--- config.mk ---
export PLATFORM = sky130hd
export DESIGN_NAME = window_compare_latch
export DESIGN_NICKNAME = d
export VERILOG_FILES = /design/src/rtl/window_compare_latch.sv
export SDC_FILE = /design/constraint.sdc
export NUM_CORES = 1
export LEC_CHECK = 0
export CORE_ASPECT_RATIO = 1.5
export CORE_MARGIN = 5
export CORE_UTILIZATION = 51
export DETAILED_ROUTE_END_ITERATION = 16
export GPL_TIMING_DRIVEN = 1
export MAX_ROUTING_LAYER = met4
export PLACE_DENSITY = 0.92
export RECOVER_POWER = 100
export SLEW_MARGIN = 20
export SYNTH_ARGS = -nofsm -noshare
export SYNTH_HDL_FRONTEND = slang
export SYNTH_SLANG_ARGS = --single-unit
export TNS_END_PERCENT = 100
--- constraint.sdc ---
create_clock -name clk_i -period 7.78 [get_ports clk_i]
set_input_delay 0.778 -clock clk_i [delete_from_list [all_inputs] [get_ports clk_i]]
set_output_delay 0.778 -clock clk_i [all_outputs]
set_load 0.01 [all_outputs]
--- src/rtl/window_compare_latch.sv ---
// Multi-channel signed window comparator with per-condition persistence
// filters, latched fault flags and a first-fault record.
//
// Ports:
//   clk_i, rst_n_i    clock, async active-low reset
//   sample_i          sample strobe; compares and counters move only when high
//   values_i          CHANNELS signed samples, channel c at [c*WIDTH +: WIDTH]
//   limits_i          per channel {L, H}; H in the low half, L in the high half
//   filter_len_i      consecutive true samples needed to trip (0 acts as 1)
//   mask_i            trip enable per condition (index 2*c+k, k=0 over, k=1 under)
//   clear_i           clears latched faults and the first-fault record
//   compare_o         registered raw over/under results
//   fault_o           latched fault per condition
//   fault_any_o       OR of fault_o
//   first_valid_o     first_fault_o holds a valid index
//   first_fault_o     index of the condition that tripped first
module window_compare_latch #(
  parameter int WIDTH        = 16,
  parameter int CHANNELS     = 4,
  parameter int FILTER_WIDTH = 4,
  localparam int NCOND       = 2 * CHANNELS,
  localparam int IDXW        = $clog2(NCOND)
) (
  input  logic                            clk_i,
  input  logic                            rst_n_i,
  input  logic                            sample_i,
  input  logic [CHANNELS*WIDTH-1:0]       values_i,
  input  logic [CHANNELS*2*WIDTH-1:0]     limits_i,
  input  logic [FILTER_WIDTH-1:0]         filter_len_i,
  input  logic [NCOND-1:0]                mask_i,
  input  logic                            clear_i,
  output logic [NCOND-1:0]                compare_o,
  output logic [NCOND-1:0]                fault_o,
  output logic                            fault_any_o,
  output logic                            first_valid_o,
  output logic [IDXW-1:0]                 first_fault_o
);

  logic [NCOND-1:0] cond;

  for (genvar c = 0; c < CHANNELS; c++) begin : g_ch
    logic signed [WIDTH-1:0] v;
    logic signed [WIDTH-1:0] h;
    logic signed [WIDTH-1:0] l;

    assign v = values_i[c*WIDTH +: WIDTH];
    assign h = limits_i[c*2*WIDTH +: WIDTH];
    assign l = limits_i[c*2*WIDTH+WIDTH +: WIDTH];

    assign cond[2*c]   = v > h;
    assign cond[2*c+1] = v < l;
  end

  logic [NCOND-1:0]                   compare_q, compare_d;
  logic [NCOND-1:0]                   fault_q, fault_d;
  logic [NCOND-1:0][FILTER_WIDTH-1:0] cnt_q, cnt_d;
  logic                               first_valid_q, first_valid_d;
  logic [IDXW-1:0]                    first_fault_q, first_fault_d;

  logic [FILTER_WIDTH-1:0] len_eff;
  logic [NCOND-1:0]        trip;
  logic [IDXW-1:0]         first_idx;

  // Length 0 is treated as 1 so a zero setting never disables tripping.
  assign len_eff = (filter_len_i == '0)
                 ? FILTER_WIDTH'(1) : filter_len_i;

  always_comb begin
    trip  = '0;
    cnt_d = cnt_q;
    for (int i = 0; i < NCOND; i++) begin
      // The trip test uses the un-saturated next count, one bit wider,
      // so a saturated counter still satisfies len = all-ones.
      logic [FILTER_WIDTH:0] inc;
      inc = {1'b0, cnt_q[i]} + (FILTER_WIDTH+1)'(1);
      trip[i] = sample_i & cond[i] & mask_i[i]
              & (inc >= {1'b0, len_eff});
      if (sample_i) begin
        if (!cond[i])
          cnt_d[i] = '0;
        else if (cnt_q[i] != '1)
          cnt_d[i] = inc[FILTER_WIDTH-1:0];
      end
    end
  end

  // Lowest tripping index wins when several trip together.
  always_comb begin
    first_idx = '0;
    for (int i = NCOND - 1; i >= 0; i--) begin
      if (trip[i]) first_idx = IDXW'(i);
    end
  end

  always_comb begin
    compare_d     = sample_i ? cond : compare_q;
    fault_d       = fault_q | trip;
    first_valid_d = first_valid_q;
    first_fault_d = first_fault_q;
    if (!first_valid_q && (|trip)) begin
      first_valid_d = 1'b1;
      first_fault_d = first_idx;
    end
    // Clear outranks any trip on the same edge.
    if (clear_i) begin
      fault_d       = '0;
      first_valid_d = 1'b0;
      first_fault_d = '0;
    end
  end

  always_ff @(posedge clk_i or negedge rst_n_i) begin
    if (!rst_n_i) begin
      compare_q     <= '0;
      fault_q       <= '0;
      cnt_q         <= '0;
      first_valid_q <= 1'b0;
      first_fault_q <= '0;
    end else begin
      compare_q     <= compare_d;
      fault_q       <= fault_d;
      cnt_q         <= cnt_d;
      first_valid_q <= first_valid_d;
      first_fault_q <= first_fault_d;
    end
  end

  assign compare_o     = compare_q;
  assign fault_o       = fault_q;
  assign fault_any_o   = |fault_q;
  assign first_valid_o = first_valid_q;
  assign first_fault_o = first_fault_q;

endmodule

* Word-level counts from Yosys, hierarchy flattened
Index checks and enable logic that the tools add are counted.
** Word-level totals
- Bits in registers :: 52
- Bits of input ports :: 208
- Output and inout bits :: 21
- Logic and storage cells :: 121
** Cells by class
- Add/sub/neg operators :: 8
- Order comparisons :: 16
- Equality and inequality tests :: 16
- Muxes and demuxes :: 30
- Bitwise gates (word level) :: 25
- Reductions and logical operators :: 14
** Operators by type and width (count)
- 2-to-1 mux 4 bit :: 17
- greater-than comparator 16 bit :: 4
- < comparator 16 bit :: 4
- adder 4 x 1 -> 5 bit (second input constant) :: 8
- >= comparator 5 x 4 -> 1 bit :: 8
- != test 4 bit (second input constant) :: 8
- 2-to-1 mux 3 bit :: 10
- AND 1 bit :: 24
- != test 2 x 1 -> 1 bit (second input constant) :: 8
- AND reduction 2 bit :: 8
- OR reduction 8 bit :: 2
- 2-to-1 mux 8 bit :: 1
- bitwise OR 8 bit :: 1
- zero test 4 bit :: 1
- 2-to-1 mux 1 bit :: 2
- nonzero test 2 bit :: 1
- logical AND 1 bit :: 1
- zero test 1 bit :: 1

* Longest topological paths before layout
- Word-level depth :: 14
- Gate-level depth with buffers :: 12

* Worst setup path before layout
OpenSTA, ideal clock, no wires.
- Path kind :: input to register
- Start point :: in filter_len_i[2]
- End point :: reg first_fault_q[0], in the netlist first_fault_o[0]
- Arrival time :: 3303 ps
- Required time :: 7698 ps
- Setup slack :: 4395 ps
- Stages :: 12
- Cells stage by stage :: inv_1 -> a31o_2 -> ha_1 -> nand2b_1 -> a211oi_1 -> o211a_1 -> nor3_1 -> mux2i_2 -> a21bo_1 -> or3b_4 -> or3_1 -> a31oi_1
** On the way
- Longest elaborated chain between the ends :: 14
** Ends and longest elaborated chain
- start, declared :: RTL line 29 : input logic [FILTER_WIDTH-1:0] filter_len_i,
- zero test 4 bit :: RTL line 65 : assign len_eff = (filter_len_i == '0)
- 2-to-1 mux 4 bit (*) :: RTL line 66 : ? FILTER_WIDTH'(1) : filter_len_i;
- >= comparator 5 x 4 -> 1 bit :: RTL line 77 : & (inc >= {1'b0, len_eff});
- AND 1 bit :: RTL line 77
- 2-to-1 mux 3 bit (8 in a row) :: RTL line 91 : if (trip[i]) first_idx = IDXW'(i);
- 2-to-1 mux 3 bit :: RTL line 100 : if (!first_valid_q && (|trip)) begin
- 2-to-1 mux 3 bit :: RTL line 105 : if (clear_i) begin
- end signal, assigned :: RTL line 124 : first_fault_q <= first_fault_d;
- end, declared :: RTL line 58 : logic [IDXW-1:0] first_fault_q, first_fault_d;
Every way passes the cells marked *; elsewhere a longest branch is shown, timed or not. The select of a mux whose other input is x is not followed.
A chain may end at the register's enable or synchronous reset.

* Final worst setup path
- Start point :: in limits_i[93]
- End point :: reg first_fault_q[0], in the netlist first_fault_o[0]
** On the way
- Longest elaborated chain between the ends :: 12
** Ends and longest elaborated chain
- start, declared :: RTL line 28 : input logic [CHANNELS*2*WIDTH-1:0] limits_i,
- < comparator 16 bit (*) :: RTL line 51 : assign cond[2*c+1] = v < l;
- AND 1 bit (*) (2 in a row) :: RTL line 76 : trip[i] = sample_i & cond[i] & mask_i[i]
- AND 1 bit (*) :: RTL line 77
- 2-to-1 mux 3 bit (6 in a row) :: RTL line 91
- 2-to-1 mux 3 bit :: RTL line 100
- 2-to-1 mux 3 bit :: RTL line 105
Marks and branches as above.

==> results.json <==
{
  "syn-cell-area_um2": 6530,
  "pwr-share-seq": 0.312,
  "synth-simple-area-share": 0.175,
  "crit_required_ns": 8.00,
  "power_leakage_nw": 4.72,
  "grt_max_degree": 53,
  "hold_path.class": "reg2reg",
  "grt_pass1_wl_mm": 29.2,
  "synthCells": 813,
  "crit_chain": "dlygate4sd3_1 > inv_1 > ha_1 > a21oi_1 > nor2_1 > or4_1 > or3b_2 > o21ai_0 > nand2_1 > a211oi_1 > o311ai_0 > a31oi_1",
  "status": "finished, violations left",
  "syn_area_per_cell_um2": 8.03,
  "rows": 50,
  "routed_wl_mm": 18.4,
  "p_switching_uw": 396,
  "syn_to_final_growth_pct": 40.2,
  "final_area_um2": 9150,
  "place_congestion": 0.955,
  "cts_resized": 0,
  "synth.largest_area_cell": "ha_1",
  "htreeDepth": 2,
  "slew_headroom": -0.901,
  "vdd_ir_drop_max_uv": 123,
  "seq_area_um2": 1300,
  "rsz0062_at_grt": "false",
  "vias": 6656,
  "yosysMostFrequentCell": "ha_1",
  "drt_iter0_drc": 218,
  "clk_path_buf_depth": 2,
  "max_cap_viol_count": 1,
  "pwr-share-comb": 0.464,
  "grt_antenna_before_repair": 0,
  "setup-tns-final_ns": 0,
  "clkSlewWorstSetupHoldPaths_ns": 0.07,
  "final-hold-violation-count": 0,
  "post_drt_wl_per_cell_um": 15.3,
  "grt.total_usage": 0.242,
  "overflow": 0,
  "crit_type": "in2reg",
  "worstHoldPathCells": 2,
  "clk_latency_ns": 0.30,
  "fin_crit_sh": 0.522,
  "yosysSeqAreaShare": 0.199,
  "post-dp-hpwl_mm": 16.0,
  "synth_edf_count": 0,
  "tightest_slew_ns": 2.85,
  "synth_xor_area_frac": 0.0228,
  "synthesis.nets": 1185,
  "cts_tree": "built",
  "core_um2": 12500,
  "cts.sinks": 52,
  "grt_pass1_vias": 6922,
  "synth_top_flop_cell": "dfrtp_1",
  "place_area_um2": 8990,
  "setup_viol": 0,
  "setup_ws_ns": 3.72,
  "async_reset_ff_frac": 1.00,
  "period_needed_ns": 4.06,
  "ys.warnings.count": 0,
  "max_freq_mhz": 246,
  "power.share.switching": 0.348,
  "synthTopCellsByCount": "ha_1, inv_1, nand2_1",
  "p_int_uw": 741,
  "viasPerCell": 5.54,
  "die_w_um": 102,
  "arrival_ns": 4.29,
  "worst_setup_path_end_kind": "register",
  "post_synth_fa_ha_maj_area_fraction": 0.314,
  "netlist.area_leader.share": 0.314,
  "antenna_cells_inserted": 0,
  "ios": 229,
  "critPathLaunchType": "primary input",
  "post-place-ws_ns": 3.69,
  "cts_buffers": 5,
  "synth_seq_cells": 52,
  "skew_ns": 0.00589,
  "drv_slew": 53,
  "drc": 0,
  "nNetsFinal": 1417,
  "final_layout_size_suffix_gt1_frac": 0.0239,
  "root_buffer": "clkbuf_16",
  "synth_compound_area_frac": 0.183,
  "cp_max_fo": 7,
  "reg2regPathDepth": 10,
  "synth_cell_types": 64,
  "die_h_um": 149,
  "crit_slowest_cell": "o21ai_0",
  "port_buffers": 228,
  "violations": "capacitance limit, slew limit",
  "die_area_um2": 15200,
  "fillers": 932,
  "drtAntennaViolNets": 0,
  "yosys-top-cells-area": "ha_1, dfrtp_1, inv_1, o21ai_0, a21oi_1",
  "drtPass1Iterations": 4,
  "power_mw": 1.14,
  "power.density_nw_per_um2": 124,
  "crit_path_max_incr_delay_ns": 0.65,
  "clkPwrFrac": 0.223,
  "start_util": 0.522,
  "ctsHoldBuffers": 0,
  "cts_setup_buffers": 0,
  "synth_top_family_by_area": "adder cells",
  "synthMuxAreaShare": 0.0136,
  "multi_input_area_um2": 4620
}
==> critical path: cells and delay by family <==
family / cells / cell delay, ns
AOI/OAI and AO/OA: 5 / 1.42
adders and majority gates: 1 / 0.28
buffers and inverters: 2 / 0.57
and+or+nand+nor: 4 / 1.24
==> flip-flops by register name, summed over array words and instances, names as in the netlist <==
signal         cells
first_fault_o      3
compare_o          8
first_valid_o      1
cnt_q             32
fault_o            8
==> worst paths after layout <==
| kind | slack, ns | from | endpoint |
|---|---|---|---|
| max | 3.72 | limits_i[93] | first_fault_o[0] |
| min | 0.52 | compare_o[2] | compare_o[2] |
| max reg2reg | 4.64 | cnt_q[28] | first_fault_o[0] |
| min reg2reg | 0.52 | compare_o[2] | compare_o[2] |
| max in group asynchronous | 4.68 | rst_n_i | compare_o[5] |
| min in group asynchronous | 1.48 | rst_n_i | compare_o[0] |
==> layout by cell type (no fill, tap or decap), drive strengths merged, types with 3 or more instances in the layout <==
| cell type | count |
|---|---|
| nor4 | 5 |
| clkdlybuf4s50 | 197 |
| nor3 | 7 |
| a22o | 8 |
| nand2 | 65 |
| nand2b | 23 |
| a31oi | 4 |
| clkbuf | 6 |
| and3 | 11 |
| dlygate4sd3 | 30 |
| nand4 | 16 |
| and4 | 4 |
| a31o | 3 |
| mux2i | 4 |
| a21oi | 54 |
| a21o | 10 |
| or3 | 3 |
| o21ai | 56 |
| nand3 | 25 |
| xor2 | 9 |
| nor2b | 10 |
| xnor2 | 8 |
| ha | 164 |
| mux2 | 4 |
| nor2 | 43 |
| dfrtp | 52 |
| or3b | 3 |
| a2111oi | 3 |
| o211ai | 5 |
| a211oi | 14 |
| o21bai | 3 |
| inv | 153 |
| o31ai | 5 |
==> cell families (layout without fill, tap and decap cells) <==
group / after synthesis / after routing
AO/OA/AOI/OAI: 189 / 189
XOR/XNOR: 17 / 17
adder cells (fa/ha/maj): 164 / 164
buffers and inverters: 158 / 391
flip-flops: 52 / 52
multiplexers: 8 / 8
AND/OR/NAND/NOR: 225 / 225
==> layer usage <==
metal	routed length (µm)	GRT usage	vias up	part of all wire
met3	1320	0.0366	50	0.072
met5	0	-	-	0
met2	9710	0.462	274	0.53
met4	683	0.103	0	0.037
li1	-	-	3322	-
met1	6680	0.235	3010	0.36
==> metrics by stage <==
stage               hold WS (ns)   util  cells
floorplan                  0.474      -    813
global placement           0.496  0.719   1194
detailed placement         0.513  0.719   1194
CTS                        0.527  0.732   1202
global route               0.547  0.731   1202
finish                     0.520  0.731   1202
==> cell type report <==
| type | count | area share |
|---|---|---|
| well taps | 156 | 0.0213 |
| multi-input cells | 603 | 0.505 |
| clock buffers | 5 | 0.0137 |
| flip-flops and latches | 52 | 0.142 |
| inverters | 153 | 0.0628 |
| clock inverters | 3 | 0.00465 |
| repair buffers | 230 | 0.250 |
==> power groups by stage <==
stage	Sequential, mW	Clock, mW	Combinational, mW
detailed placement	0.359	0	0.535
CTS	0.355	0.258	0.540
finish	0.355	0.254	0.528
global placement	0.357	0	0.512
floorplan	0.354	0	0.293
global route	0.360	0.271	0.600
Power figures use the tool's default switching activity.
